File: src/rtl/fetch_sequencer.sv
// fetch_sequencer: program-counter sequencer and fetch-stage register.
// Owns the PC, registers the instruction returned by memory and resolves the
// next PC from a branch redirect, a J decoded at fetch, or PC+1. It halts on
// the END word or on an out-of-range PC.
// Optional build macro: FETCH_ISSUE_COUNT_EN adds a saturating count of issued
// (valid) instructions on issue_count. Without it, issue_count is tied to zero.
//
// Handshake: there is no valid/ready pair here. stall is a plain freeze
// request. valid_out qualifies instr_out on every cycle in which it is high.
// The FSM state is kept in state_q so a checker can bind to it.
module fetch_sequencer #(
    parameter int unsigned MEM_DEPTH    = 20,
    parameter int unsigned FLUSH_CYCLES = 1,
    parameter logic [31:0] NOP_WORD     = 32'hF800_0000,
    parameter logic [31:0] END_WORD     = 32'hFFFF_FFFF
) (
    input  logic        clk,
    input  logic        rst,
    input  logic        start,
    input  logic        stall,
    input  logic        branch_taken,
    input  logic [31:0] branch_target,
    input  logic [31:0] instr_in,
    output logic [31:0] pc_out,
    output logic [31:0] instr_out,
    output logic [31:0] pc_of_instr,
    output logic        valid_out,
    output logic        halted,
    output logic        fault,
    output logic [31:0] issue_count
);

    typedef enum logic [1:0] {
        S_IDLE = 2'd0,
        S_RUN  = 2'd1,
        S_HALT = 2'd2
    } state_t;

    localparam logic [31:0] DEPTH      = 32'(MEM_DEPTH);
    localparam logic [2:0]  FLUSH_INIT = 3'(FLUSH_CYCLES);
    localparam logic [4:0]  OP_J       = 5'd16;

    state_t      state_q, state_d;
    logic [31:0] pc_q, pc_d;
    logic [31:0] instr_q, instr_d;
    logic [31:0] pc_instr_q, pc_instr_d;
    logic        valid_q, valid_d;
    logic        halted_q, halted_d;
    logic        fault_q, fault_d;
    logic [2:0]  squash_q, squash_d;
`ifdef FETCH_ISSUE_COUNT_EN
    logic [31:0] issue_count_q, issue_count_d;
`endif

    // Next-state logic. Every register holds unless the RUN priority chain
    // loads it. A branch redirect beats a stall, and a stall beats halt and issue.
    always_comb begin
        state_d    = state_q;
        pc_d       = pc_q;
        instr_d    = instr_q;
        pc_instr_d = pc_instr_q;
        valid_d    = valid_q;
        halted_d   = halted_q;
        fault_d    = fault_q;
        squash_d   = squash_q;
`ifdef FETCH_ISSUE_COUNT_EN
        issue_count_d = issue_count_q;
`endif
        case (state_q)
            S_IDLE: begin
                if (start) begin
                    state_d = S_RUN;
                end
            end
            S_RUN: begin
                if (branch_taken) begin
                    pc_d     = branch_target;
                    instr_d  = NOP_WORD;
                    valid_d  = 1'b0;
                    squash_d = FLUSH_INIT;
                end else if (stall) begin
                    // Freeze the PC, the fetch register and the shadow count.
                end else if (pc_q >= DEPTH) begin
                    state_d  = S_HALT;
                    halted_d = 1'b1;
                    fault_d  = 1'b1;
                    instr_d  = NOP_WORD;
                    valid_d  = 1'b0;
                end else if (instr_in == END_WORD) begin
                    state_d  = S_HALT;
                    halted_d = 1'b1;
                    instr_d  = NOP_WORD;
                    valid_d  = 1'b0;
                end else begin
                    pc_instr_d = pc_q;
                    if (squash_q != 3'd0) begin
                        // A word in the branch shadow is squashed to a NOP,
                        // and a J in the shadow does not redirect the PC.
                        instr_d  = NOP_WORD;
                        valid_d  = 1'b0;
                        squash_d = squash_q - 3'd1;
                        pc_d     = pc_q + 32'd1;
                    end else begin
                        instr_d = instr_in;
                        valid_d = 1'b1;
                        if (instr_in[31:27] == OP_J) begin
                            pc_d = {5'b0, instr_in[26:0]};
                        end else begin
                            pc_d = pc_q + 32'd1;
                        end
`ifdef FETCH_ISSUE_COUNT_EN
                        if (issue_count_q != 32'hFFFF_FFFF) begin
                            issue_count_d = issue_count_q + 32'd1;
                        end
`endif
                    end
                end
            end
            S_HALT: begin
                // Frozen until the next reset.
            end
            default: begin
                state_d = S_IDLE;
            end
        endcase
    end

    // State and fetch registers. Reset clears them asynchronously.
    always_ff @(posedge clk or posedge rst) begin
        if (rst) begin
            state_q    <= S_IDLE;
            pc_q       <= 32'd0;
            instr_q    <= NOP_WORD;
            pc_instr_q <= 32'd0;
            valid_q    <= 1'b0;
            halted_q   <= 1'b0;
            fault_q    <= 1'b0;
            squash_q   <= 3'd0;
        end else begin
            state_q    <= state_d;
            pc_q       <= pc_d;
            instr_q    <= instr_d;
            pc_instr_q <= pc_instr_d;
            valid_q    <= valid_d;
            halted_q   <= halted_d;
            fault_q    <= fault_d;
            squash_q   <= squash_d;
        end
    end

`ifdef FETCH_ISSUE_COUNT_EN
    // Saturating count of issued instructions.
    always_ff @(posedge clk or posedge rst) begin
        if (rst) begin
            issue_count_q <= 32'd0;
        end else begin
            issue_count_q <= issue_count_d;
        end
    end
    assign issue_count = issue_count_q;
`else
    assign issue_count = 32'd0;
`endif

    assign pc_out      = pc_q;
    assign instr_out   = instr_q;
    assign pc_of_instr = pc_instr_q;
    assign valid_out   = valid_q;
    assign halted      = halted_q;
    assign fault       = fault_q;

endmodule

File: config.mk
export PLATFORM = sky130hd
export DESIGN_NAME = fetch_sequencer
export DESIGN_NICKNAME = d
export VERILOG_FILES = /design/src/rtl/fetch_sequencer.sv
export SDC_FILE = /design/constraint.sdc
export NUM_CORES = 1
export LEC_CHECK = 0
export CAP_MARGIN = 5
export CORE_ASPECT_RATIO = 0.7
export CORE_MARGIN = 10
export CORE_UTILIZATION = 45
export CTS_CLUSTER_DIAMETER = 50
export DETAILED_ROUTE_END_ITERATION = 6
export HOLD_SLACK_MARGIN = 0.1
export PLACE_DENSITY = 0.81
export SLEW_MARGIN = 10
export SYNTH_ARGS = -nofsm -noshare
export SYNTH_HDL_FRONTEND = slang
export SYNTH_SLANG_ARGS = --single-unit
File: constraint.sdc
create_clock -name clk -period 4.6 [get_ports clk]
set_clock_uncertainty 0.15 [all_clocks]
set_input_delay 0.92 -clock clk [delete_from_list [all_inputs] [get_ports clk]]
set_output_delay 0.92 -clock clk [all_outputs]
set_load 0.05 [all_outputs]
After elaboration in Yosys (flattened, before gate mapping)
Cells that the tools add are included.
{ "classes": {"reduce_logical": 11, "n_eq_ne": 11, "n_bitwise": 5, "n_mux": 29, "add_sub_neg": 2, "magnitude_cmp": 1} }
{ "op_table": {"columns": ["cell", "count"], "rows": [
  ["$mux W32", 11],
  ["$add A32 B1 Y32 const B", 1],
  ["$eq A32 B32 Y1 const B", 1],
  ["$ge A32 B5 Y1 const B", 1],
  ["$mux W3", 5],
  ["$reduce_and A5 Y1", 3],
  ["$reduce_and A4 Y1", 3],
  ["$mux W2", 5],
  ["$ne A2 B2 Y1 const B", 5],
  ["$mux W1", 7],
  ["$pmux W2 S3", 1],
  ["$eq A5 B5 Y1 const B", 1],
  ["$not A1 Y1", 5],
  ["$reduce_bool A2 Y1", 2],
  ["$ne A3 B3 Y1 const B", 1],
  ["$reduce_bool A3 Y1", 1],
  ["$sub A3 B1 Y3 const B", 1],
  ["$eq A2 B1 Y1 const B", 1],
  ["$eq A2 B2 Y1 const B", 1],
  ["$logic_not A2 Y1", 1],
  ["$ne A2 B1 Y1 const B", 1],
  ["$reduce_and A2 Y1", 1]
]} }
{ "word_totals": {"ff_bits": 104, "out_inout_bits": 131, "word_cells": 67, "in_bits": 69} }

Depth between registers and ports, before layout
Gate-level depths: netlist of the first run.
{ "logic_depth": {"word_depth": 7, "mapped_depth": 11, "ltp_nobuf": 8} }

Least setup slack after synthesis of the first run
OpenSTA, ideal clock, no wires.
{ "synth_timing": {"kind": "in2reg", "start": "input stall", "end": "register pc_instr_q[0], in the netlist pc_of_instr[0]", "path_stages": 6, "required_time_ns": 4.325, "setup_ns": 0.125, "path_buffers": 2, "setup_slack_ns": 1.751, "arrival_ns": 2.574, "cell_sequence": "or3b_1 buf_2 nand2b_4 a2111oi_4 buf_2 mux2_2"} }
{ "synth_between": {"elab_chain_cells": 2} }
{ "synth_lines": {"columns": ["element", "line_no", "text"], "rows": [
  ["from (decl)", "20", "input logic stall,"],
  ["$not A1 Y1 (no source line)", null, null],
  ["$reduce_and A5 Y1 (no source line)", null, null],
  ["to (signal assigned)", "143", "pc_instr_q <= pc_instr_d;"],
  ["to (decl)", "46", "logic [31:0] pc_instr_q, pc_instr_d;"]
]} }
No other way between the ends.
A chain may end at the register's enable or synchronous reset.

Worst setup path in the final report of the first run
{ "layout_timing": {"start": "input stall", "end": "register instr_q[15], in the netlist instr_out[15]"} }
{ "layout_between": {"elab_chain_cells": 2} }
{ "layout_lines": {"columns": ["element", "line_no", "text"], "rows": [
  ["$ne A2 B1 Y1 (no source line)", null, null],
  ["$reduce_and A2 Y1 (no source line)", null, null],
  ["to (signal assigned)", "142", "instr_q <= instr_d;"],
  ["to (decl)", "45", "logic [31:0] instr_q, instr_d;"]
]} }
No other way between the ends.

==> key figures, run 1 <==
Outcome
  • Status: complete, no violations

Drt
  • Detail Route Antenna Nets: 0
  • Avg WL per Cell: 21.8 um
  • DR iter-0 viols: 418
  • Drt first pass iters: 5
  • Via count: 4,846
  • Average vias per placed instance: 5.76
  • Post-Route WL: 18,300 um
  • DRC: 0

Placement
  • Gpl congestion: 0.920
  • Dpl cell area: 7040 um^2
  • Port bufs: 167
  • Placed Instances: 825
  • Detailed Place HPWL: 13,400 um

Logic synthesis
  • Area share of the largest cell type after synthesis: 46.0%
  • Synth async-reset ratio: 100%
  • Seq/Total Area, Yosys: 48.5%
  • Post-Synthesis Cells: 527
  • Ys flop type: dfrtp_1
  • Top cells by area, synth: dfrtp_1 46%, buf_4 4.6%, a22o_1 4.6%
  • Top cells by count, synth: 99 x dfrtp_1, 33 x buf_4, 31 x nor2b_1
  • Most instantiated library cell after synthesis: dfrtp_1
  • Synth Cell Area: 5380 um^2
  • Cell taking the most area after synthesis: dfrtp_1
  • Synth unique cells: 62
  • Yosys warnings: 0
  • Avg Inst Size Synth: 10.2 um^2
  • Number of flops mapped to enable cells by yosys: 0
  • Yosys reg bits: 104

Timing
  • Setup TNS: 0 ns
  • Crit share post-route: 76.2%
  • Min cycle time layout: 3.51 ns
  • Final hold violations: 0
  • Max Freq: 0.285 GHz
  • Slew Limit Fails: 0
  • Worst slew margin: 21.6%
  • Least-Margin Pin Slew: 1.18 ns
  • Final setup violation count: 0
  • RSZ-0062 raised after global routing: no

Min path
  • Hold_sp: squash_q[0]$_DFFE_PP0P_
  • Worst Hold Class: flip-flop to flip-flop
  • Hold path depth: 1
  • WHS Endpoint: squash_q[0]$_DFFE_PP0P_

Setup path
  • Required @ worst endpoint: 4.73 ns
  • Worst setup path class: input port to flip-flop
  • Slowest cell on the critical path: and2_1
  • Worst EP arrival: 3.64 ns
  • CP Buf/Inv Count: 1
  • Max Fanout on Critical Path: 27
  • CP max stage delay: 0.96 ns
  • CP startpoint kind: input port
  • CP Cell Sequence: clkdlybuf4s50_1, or3b_1, nand2b_4, a2111oi_4, and2_1, a22o_1
  • Reg2reg setup slack: 1.35 ns
  • R2r worst-path depth: 5
  • Reg-to-Reg End: pc_out[3]$_DFFE_PP0P_
  • Crit-path leading delay family: simple AND/OR/NAND/NOR gates
  • Worst R2R Start: pc_out[7]$_DFFE_PP0P_
  • Worst Setup End Kind: flip-flop

Floorplanning
  • Die H: 111 um
  • Io pins: 200
  • Placement Rows: 33
  • Core region area: 11,700 um^2
  • Full die area: 16,800 um^2
  • Die W: 151 um
  • Initial Util: 46.0%

Clock network
  • CTS Buf Count: 9
  • CTS clk-pin slew, worst paths: 0.07 ns
  • Worst-skew pair later-pin latency: 0.35 ns
  • Resize count post-CTS: 0
  • Clock buffer depth: 2
  • Hold buffers post-CTS: 0
  • Root Driver: clkbuf_16
  • H-Tree Depth: 3
  • Setup Fix Bufs, Post-CTS: 0
  • CTS tree: yes
  • Sink Count: 104

GRT
  • GRT Resource Usage Total: 21.3%
  • Initial antenna violation count: 0
  • Largest net degree at the start of global routing: 82
  • Vias in the first global route: 4,891
  • Total grt overflow: 0
  • Global-route wire length before repair: 28,600 um

Cells and area
  • Util after Layout: 63.0%
  • Share of post-route cells with drive strength above 1: 8.77%
  • Area Growth Syn to Fin: 36.8%
  • Fin area: 7360 um^2
  • Fin cells: 841
  • ANT cells: 0
  • NumNets Final: 752
  • Fill cells: 972

Pwr
  • Logic pwr share: 40.2%
  • Switching pwr: 1480 uW
  • Pwr Total: 3470 uW
  • Clock Power Share: 23.3%
  • Pint: 1990 uW
  • Seq pwr share: 36.5%
  • Worst vdd ir: 0.000230 V
  • LEAKAGE: 0.00313 uW
  • Sw frac: 42.6%
  • Pwr per Cell Area: 471 nW/um^2

Run
  • Max_cap viols: 0
## how the worst max path moves through the flow
stage          depth (start not counted)                         to          from  slack [ns]
3_5_place_dp                           6  instr_out[20]$_DFFE_PP0P_         stall        0.77
2_1_floorplan                          1          fault$_DFFE_PP0P_           rst        0.81
6_report                               6  instr_out[15]$_DFFE_PP0P_         stall        1.09
3_3_place_gp                           6  instr_out[16]$_DFFE_PP0P_         stall        0.86
4_1_cts                                6  instr_out[15]$_DFFE_PP0P_         stall        1.13
5_1_grt                                7     pc_out[22]$_DFFE_PP0P_  instr_in[31]        1.00
## power groups by stage
stage / clock (uW) / combinational (uW) / sequential [uW]
global placement: 0 / 1360 / 1270
floorplan: 0 / 573 / 1590
detailed placement: 0 / 1390 / 1270
global route: 861 / 1480 / 1290
finish: 807 / 1390 / 1260
CTS: 820 / 1390 / 1260
## worst reg2reg max path: stages (launching register included)
cell	delay (ns)
dfrtp_1	0.47
nor4_1	0.47
nand4_1	0.32
a211o_1	0.40
a21oi_2	0.89
mux2_2	0.43
## logic make-up (layout without fill, tap and decap cells)
family                     Yosys count  count (layout)  synth area share, %
xor gates and xnor gates             3               3                0.488
DFF                                104             104                 48.5
other                                1              32               0.0697
AOI/OAI and AO/OA                  127             127                 18.9
adders and majority gates            4               4                0.930
buffers and inverters               95             221                 9.37
muxes                               19              19                 3.91
and+or+nand+nor                    174             174                 17.8
## per-stage QoR
step,hold WS (ns),worst slack (ns)
2_1_floorplan,0.283,0.806
3_3_place_gp,0.298,0.865
3_5_place_dp,0.318,0.771
4_1_cts,0.327,1.13
5_1_grt,0.341,1.00
6_report,0.325,1.09
## state kept, by name, indices dropped and copies added, names as in the netlist
register,cells
halted,1
pc_out,32
state_q,2
instr_out,32
squash_q,3
pc_of_instr,32
fault,1
valid_out,1
## routing by layer
metal	GRT usage, %	up-vias	wire length (um)
li1	-	2182	-
met1	29.3	2403	7950
met2	32.6	246	8250
met3	6.96	15	1960
met4	3.07	0	144
met5	0	-	0
## cells in the final DEF (no fill, tap or decap), types with 4 or more instances in the layout
cell type        instances
ha_1                     4
mux2_2                  16
nor4_1                  18
nand3_1                 18
o21a_1                   4
conb_1                  32
o21ai_0                 13
a221oi_1                 7
a21oi_1                  7
nand2_1                 28
nor2b_1                 31
o22ai_1                  6
nand4_1                 16
o22a_1                   7
a211oi_1                 5
o31ai_1                  8
a22o_1                  28
o211ai_1                 4
clkdlybuf4s50_1        166
a221o_1                  5
inv_1                   27
nor2_1                  21
and2_1                   6
nor3_1                  18
buf_4                   10
dfrtp_1                 99
dfstp_2                  5
clkbuf_16                9
## final cells by class
| cell class | count | area [um^2] | share of cell area (%) |
|---|---|---|---|
| repair buffers | 177 | 1740 | 23.7 |
| flip-flops and latches | 104 | 2610 | 35.4 |
| clock inverters | 4 | 51.3 | 0.697 |
| multi-input cells | 359 | 2390 | 32.4 |
| well taps | 157 | 196 | 2.67 |
| inverters | 28 | 108 | 1.46 |
| clock buffers | 12 | 267 | 3.62 |
(Power assumes the default switching activity.)
==> run 2, diff against run 1 <==
--- a/config.mk
+++ b/config.mk
@@ -8,11 +8,11 @@
 export CAP_MARGIN = 5
 export CORE_ASPECT_RATIO = 0.7
 export CORE_MARGIN = 10
-export CORE_UTILIZATION = 45
+export CORE_UTILIZATION = 41
 export CTS_CLUSTER_DIAMETER = 50
 export DETAILED_ROUTE_END_ITERATION = 6
 export HOLD_SLACK_MARGIN = 0.1
-export PLACE_DENSITY = 0.81
+export PLACE_DENSITY = 0.78
 export SLEW_MARGIN = 10
 export SYNTH_ARGS = -nofsm -noshare
 export SYNTH_HDL_FRONTEND = slang
==> constraint.sdc (replaced) <==
create_clock -name clk -period 2.9 [get_ports clk]
set_clock_uncertainty 0.15 [all_clocks]
set_input_delay 0.58 -clock clk [delete_from_list [all_inputs] [get_ports clk]]
set_output_delay 0.58 -clock clk [all_outputs]
set_load 0.05 [all_outputs]
==> run 2 against run 1 <==
  * Global-route usage increased by 0.11 points
  * Highest routed layer unchanged
  * Sequential share of layout area is 2.9 points lower
  * Sequential power up 44%
  * Non-clock buffer count up 87
  * Via count rose by 6.5%
  * Critical path depth increased by 1
  * Wire length rose by 8.6%
==> key figures, run 2 (synthesis gave the netlist of run 1 again) <==
Drt
  • Routed length on met1: 8700 um (+9.3%)
  • Met2 wire length: 9150 um (+11%)
  • Avg WL per Cell: 21.3 um (-2.1%)
  • Post-Route WL: 19,900 um (+8.6%)
  • Drt first pass iters: 5 (unchanged)
  • Via count: 5,161 (+6.5%)
  • DRC: 0 (unchanged)
  • Top Metal Used: met4
  • DR iter-0 viols: 426 (+1.9%)
  • Average vias per placed instance: 5.53 (-4.0%)
  • DR WL met3: 1840 um (-6.3%)
  • Detail Route Antenna Nets: 0 (unchanged)

Placement
  • Detailed Place HPWL: 15,400 um (+15%)
  • Pre-CTS WS: -0.278 ns (-1.05 ns)
  • Gpl congestion: 0.962 (+4.6%)
  • Port bufs: 167 (unchanged)
  • Dpl cell area: 7730 um^2 (+9.7%)

Clock network
  • CTS Buf Count: 9 (unchanged)
  • CTS tree: yes
  • Clock buffer depth: 2 (unchanged)
  • H-Tree Depth: 3 (unchanged)
  • Root Driver: clkbuf_16
  • CTS clk-pin slew, worst paths: 0.08 ns (about the same)
  • Sink Count: 104 (unchanged)
  • Worst-skew pair later-pin latency: 0.35 ns (about the same)

Floorplanning
  • Initial Util: 42.6% (-3.5 points)
  • Placement Rows: 34 (+3.0%)
  • Io pins: 200 (unchanged)
  • Full die area: 18,200 um^2 (+8.2%)
  • Die H: 116 um (+3.9%)
  • Core region area: 12,600 um^2 (+8.1%)
  • Die W: 157 um (+4.1%)

Cells and area
  • NumNets Final: 839 (+12%)
  • Reg area: 2610 um^2 (unchanged)
  • Fill cells: 1,039 (+6.9%)
  • Area Growth Syn to Fin: 49.2%
  • Area occupied by multi-input gates: 2390 um^2 (+0.31%)
  • Commonest cells after routing, fill and taps aside: 166 x clkdlybuf4s50_1, 99 x dfrtp_1, 94 x buf_4
  • ANT cells: 0 (unchanged)
  • Share of post-route cells with drive strength above 1: 19.1% (+10 points)
  • Fin area: 8030 um^2 (+9.1%)
  • Most common cell after layout, fill and taps aside: clkdlybuf4s50_1

Timing
  • RSZ-0062 raised after global routing: no
  • Max Freq: 0.362 GHz
  • Min cycle time layout: 2.76 ns
  • Worst hold slack: 0.316 ns (-0.00963 ns)
  • Worst slew margin: 56.0% (+34 points)
  • Final setup margin: 0.140 ns (-0.953 ns)
  • Slew Limit Fails: 0 (unchanged)
  • Crit share post-route: 95.2%
  • Final setup violation count: 0 (unchanged)
  • Setup TNS: 0 ns (unchanged)
  • Least-Margin Pin Slew: 0.658 ns (-0.518 ns)
  • Final hold violations: 0 (unchanged)

GRT
  • Vias in the first global route: 5,304 (+8.4%)
  • Largest net degree at the start of global routing: 67 (-18%)
  • Total grt overflow: 0 (unchanged)
  • GRT Resource Usage Total: 21.4% (+0.11 points)
  • Global-route wire length before repair: 30,500 um (+6.8%)
  • Initial antenna violation count: 0 (unchanged)

Setup path
  • Worst Setup End Kind: flip-flop
  • Required @ worst endpoint: 3.00 ns (-1.73 ns)
  • Worst setup path class: input port to flip-flop
  • Crit. Startpoint: instr_in[0]
  • Worst EP arrival: 2.86 ns (-0.78 ns)
  • Worst R2R Start: pc_out[7]$_DFFE_PP0P_
  • Max Fanout on Critical Path: 9 (-67%)
  • CP startpoint kind: input port

Pwr
  • Pwr Total: 5790 uW (+67%)
  • Worst vdd ir: 0.000373 V (+62%)
  • LEAKAGE: 0.00354 uW (+13%)
  • Pwr per Cell Area: 721 nW/um^2 (+53%)

Min path
  • Worst Hold Class: flip-flop to flip-flop
  • Hold_sp: state_q[1]$_DFFE_PP0P_

Outcome
  • Status: complete, no violations

Run
  • Max_cap viols: 0 (unchanged)
-- run 2: cell types whose count changed in the layout (fill, tap and decap cells not counted) --
cell | before | now
a21oi_2 | 1 | 0
inv_8 | 0 | 1
bufinv_16 | 1 | 0
buf_6 | 0 | 1
clkinvlp_4 | 1 | 3
a21oi_4 | 0 | 1
clkinv_4 | 1 | 0
buf_4 | 10 | 94
clkbuf_8 | 3 | 1
inv_6 | 0 | 2
inv_4 | 1 | 0
buf_12 | 0 | 2
-- run 2: stage by stage --
stage / instances / util, %
floorplan: 558 / -
global placement: 917 / 61.2
detailed placement: 917 / 61.2
CTS: 933 / 63.5
global route: 933 / 63.5
finish: 933 / 63.5
-- run 2: path summary, 6_finish.rpt --
check                      slack [ns]                        end  cells past startpoint
setup / recovery                 0.14     pc_out[20]$_DFFE_PP0P_                      7
hold / removal                   0.32     state_q[0]$_DFFE_PP0P_                      1
setup reg to reg                 0.20     pc_out[10]$_DFFE_PP0P_                      6
hold reg to reg                  0.32     state_q[0]$_DFFE_PP0P_                      1
max in group asynchronous        1.44  instr_out[30]$_DFFE_PP1P_                      3
min in group asynchronous        0.44   instr_out[1]$_DFFE_PP0P_                      2
-- run 2: final cells by class --
class                           instances  area share [%]
Sequential cell                       104            32.5
Timing Repair Buffer                  264            30.2
Multi-Input combinational cell        359            29.8
Clock buffer                           10            2.98
Tap cell                              162            2.53
Inverter                               28            1.36
Clock inverter                          6           0.608
-- run 2: metal layers --
metal	up-vias	GRT usage (%)
met2	238	33.8
met1	2541	28.9
li1	2362	-
met5	-	0
met3	20	6.33
met4	0	3.51
-- run 2: critical path, cell delays in order --
cell             delay (ns)
clkdlybuf4s50_1        0.53
nand4_1                0.18
nor4_2                 0.51
buf_4                  0.23
a211oi_2               0.10
o211a_1                0.41
a221oi_1               0.30
-- run 2: what timing repair did --
item,CTS,global route
cloned,0,0
resized for setup,1,1
hold buffers,0,0
endpoints found under the setup margin,11,5
buffers inserted,0,0
-- run 2: power by group --
group | internal [uW] | switching, uW
combinational | 1040 | 1730
sequential | 1650 | 164
clock | 618 | 596
total | 3300 | 2490
==> run 3, diff against run 2 <==
--- a/config.mk
+++ b/config.mk
@@ -8,11 +8,12 @@
 export CAP_MARGIN = 5
 export CORE_ASPECT_RATIO = 0.7
 export CORE_MARGIN = 10
-export CORE_UTILIZATION = 41
+export CORE_UTILIZATION = 42
+export CTS_BUF_LIST = sky130_fd_sc_hd__clkbuf_8
 export CTS_CLUSTER_DIAMETER = 50
 export DETAILED_ROUTE_END_ITERATION = 6
 export HOLD_SLACK_MARGIN = 0.1
-export PLACE_DENSITY = 0.78
+export PLACE_DENSITY = 0.8
 export SLEW_MARGIN = 10
 export SYNTH_ARGS = -nofsm -noshare
 export SYNTH_HDL_FRONTEND = slang
==> run 3 against run 2 <==
  * Non-clock buffer count fell by 3
  * Sequential cell count did not move
  * Final area fell by 1.6%
  * Critical path type is now flip-flop to flip-flop
  * Critical endpoint is now pc_out[25]$_DFFE_PP0P_
  * Highest routed layer unchanged
==> key figures, run 3 (synthesis gave the netlist of run 1 again) <==
Timing
  • Crit share post-route: 94.1% (-1.1 points)
  • Max Freq: 0.367 GHz (+1.1%)
  • Min cycle time layout: 2.73 ns (-0.0312 ns)
  • RSZ-0062 raised after global routing: no
  • Final hold violations: 0 (unchanged)
  • Worst hold slack: 0.331 ns (+0.0154 ns)
  • Final setup violation count: 0 (unchanged)
  • Least-Margin Pin Slew: 0.616 ns (-0.0417 ns)
  • Worst slew margin: 58.8% (+2.8 points)
  • Slew Limit Fails: 0 (unchanged)

Clock network
  • Sink Count: 104 (unchanged)
  • Setup Fix Bufs, Post-CTS: 0 (unchanged)
  • Clock buffer depth: 2 (unchanged)
  • H-Tree Depth: 3 (unchanged)
  • CTS clk-pin slew, worst paths: 0.12 ns (+0.04 ns)
  • CTS Buf Count: 9 (unchanged)
  • Worst-skew pair later-pin latency: 0.39 ns (+0.04 ns)
  • CTS tree: yes
  • Root Driver: clkbuf_8

Pwr
  • Worst vdd ir: 0.000535 V (+43%)
  • Pwr per Cell Area: 694 nW/um^2 (-3.9%)
  • LEAKAGE: 0.00349 uW (-1.5%)

Setup path
  • Worst Setup End Kind: flip-flop
  • Max Fanout on Critical Path: 18 (+9)
  • Worst EP arrival: 2.88 ns (+0.02 ns)
  • Worst setup path class: flip-flop to flip-flop
  • Required @ worst endpoint: 3.06 ns (+0.06 ns)
  • CP startpoint kind: flip-flop

Min path
  • Worst Hold Class: flip-flop to flip-flop

Drt
  • Top Metal Used: met4
  • DR iter-0 viols: 410 (-3.8%)
  • Detail Route Antenna Nets: 0 (unchanged)
  • Via count: 5,217 (+1.1%)
  • DRC: 0 (unchanged)
  • Met2 wire length: 8980 um (-1.9%)
  • DR WL met3: 1730 um (-5.8%)
  • Routed length on met1: 8720 um (+0.24%)
  • Post-Route WL: 19,600 um (-1.7%)
  • Drt first pass iters: 5 (unchanged)
  • Avg WL per Cell: 21.0 um (-1.4%)
  • Average vias per placed instance: 5.61 (+1.4%)

Placement
  • Detailed Place HPWL: 14,900 um (-3.3%)
  • Gpl congestion: 0.937 (-2.5%)
  • Port bufs: 167 (unchanged)
  • Placed Instances: 914 (-0.33%)

GRT
  • GRT Resource Usage Total: 21.3% (-0.057 points)
  • Global-route wire length before repair: 30,400 um (-0.45%)
  • Total grt overflow: 0 (unchanged)
  • Initial antenna violation count: 0 (unchanged)
  • Vias in the first global route: 5,344 (+0.75%)
  • Largest net degree at the start of global routing: 105 (+57%)

Floorplanning
  • Core region area: 12,500 um^2 (-1.3%)
  • Initial Util: 43.2% (+0.58 points)
  • Die H: 115 um (-0.99%)
  • Full die area: 17,800 um^2 (-2.0%)
  • Die W: 155 um (-1.0%)
  • Placement Rows: 34 (unchanged)
  • Io pins: 200 (unchanged)

Run
  • Max_cap viols: 0 (unchanged)

Cells and area
  • Commonest cells after routing, fill and taps aside: 166 x clkdlybuf4s50_1, 99 x dfrtp_1, 93 x buf_4
  • Fill cells: 1,020 (-1.8%)
  • ANT cells: 0 (unchanged)
  • Most common cell after layout, fill and taps aside: clkdlybuf4s50_1
  • Area Growth Syn to Fin: 46.8%
  • Reg area: 2610 um^2 (unchanged)
  • NumNets Final: 836 (-0.36%)
  • Share of post-route cells with drive strength above 1: 18.8% (-0.32 points)
  • Area occupied by multi-input gates: 2390 um^2 (unchanged)
  • Fin cells: 930 (-0.32%)

Outcome
  • Status: complete, no violations
==> run 3: layout make-up <==
type	count	area share (%)
Clock buffer	9	1.57
Inverter	28	1.38
Multi-Input combinational cell	359	30.3
Tap cell	162	2.57
Timing Repair Buffer	261	30.2
Sequential cell	104	33.0
Clock inverter	7	0.935
==> run 3: through the flow <==
step	cell area [um^2]	total power, uW	setup TNS (ns)	setup slack, ns	utilization [%]
3_5_place_dp	7690	4530	-4.59	-0.180	61.7
6_report	7900	5480	0	0.172	63.4
5_1_grt	7900	5730	0	0.0398	63.4
4_1_cts	7900	5480	0	0.236	63.4
2_1_floorplan	5500	3430	0	0.382	-
3_3_place_gp	7690	4480	-2.54	-0.128	61.7
==> run 3: metal layers <==
metal | vias to the layer above | GRT usage [%]
met1 | 2584 | 29.1
met2 | 267 | 33.4
met4 | 0 | 3.73
met5 | - | 0
met3 | 14 | 6.04
li1 | 2352 | -
==> run 3: path summary, 6_finish.rpt <==
kind | slack, ns | startpoint | end | cells after the start
worst max-delay path | 0.17 | squash_q[0]$_DFFE_PP0P_ | pc_out[25]$_DFFE_PP0P_ | 9
worst min register to register | 0.33 | state_q[1]$_DFFE_PP0P_ | state_q[0]$_DFFE_PP0P_ | 1
max in group asynchronous | 1.62 | rst | pc_out[27]$_DFFE_PP0P_ | 3
worst max register to register | 0.17 | squash_q[0]$_DFFE_PP0P_ | pc_out[25]$_DFFE_PP0P_ | 9
min in group asynchronous | 0.52 | rst | instr_out[8]$_DFFE_PP0P_ | 3
worst min-delay path | 0.33 | state_q[1]$_DFFE_PP0P_ | state_q[0]$_DFFE_PP0P_ | 1
==> run 3: critical path, stage by stage (launching register included) <==
cell      delay [ns]
dfrtp_1         0.38
inv_1           0.06
ha_1            0.20
ha_1            0.23
and2_0          0.33
and2_1          0.27
buf_4           0.22
nor4_1          0.40
o22ai_1         0.15
a211oi_1        0.24
==> run 3: report_power, final <==
| part | leakage, uW | switching, uW | internal [uW] |
|---|---|---|---|
| Clock | 0.000101 | 599 | 342 |
| Combinational | 0.00202 | 1710 | 1010 |
| Sequential | 0.00137 | 172 | 1640 |
| Total | 0.00349 | 2480 | 3000 |
==> run 3: timing repair <==
| action | CTS | global route |
|---|---|---|
| hold buffers | 0 | 0 |
| endpoints found under the hold margin | 0 | 0 |
| setup endpoints to repair | 4 | 0 |
| resized for setup | 1 | 0 |
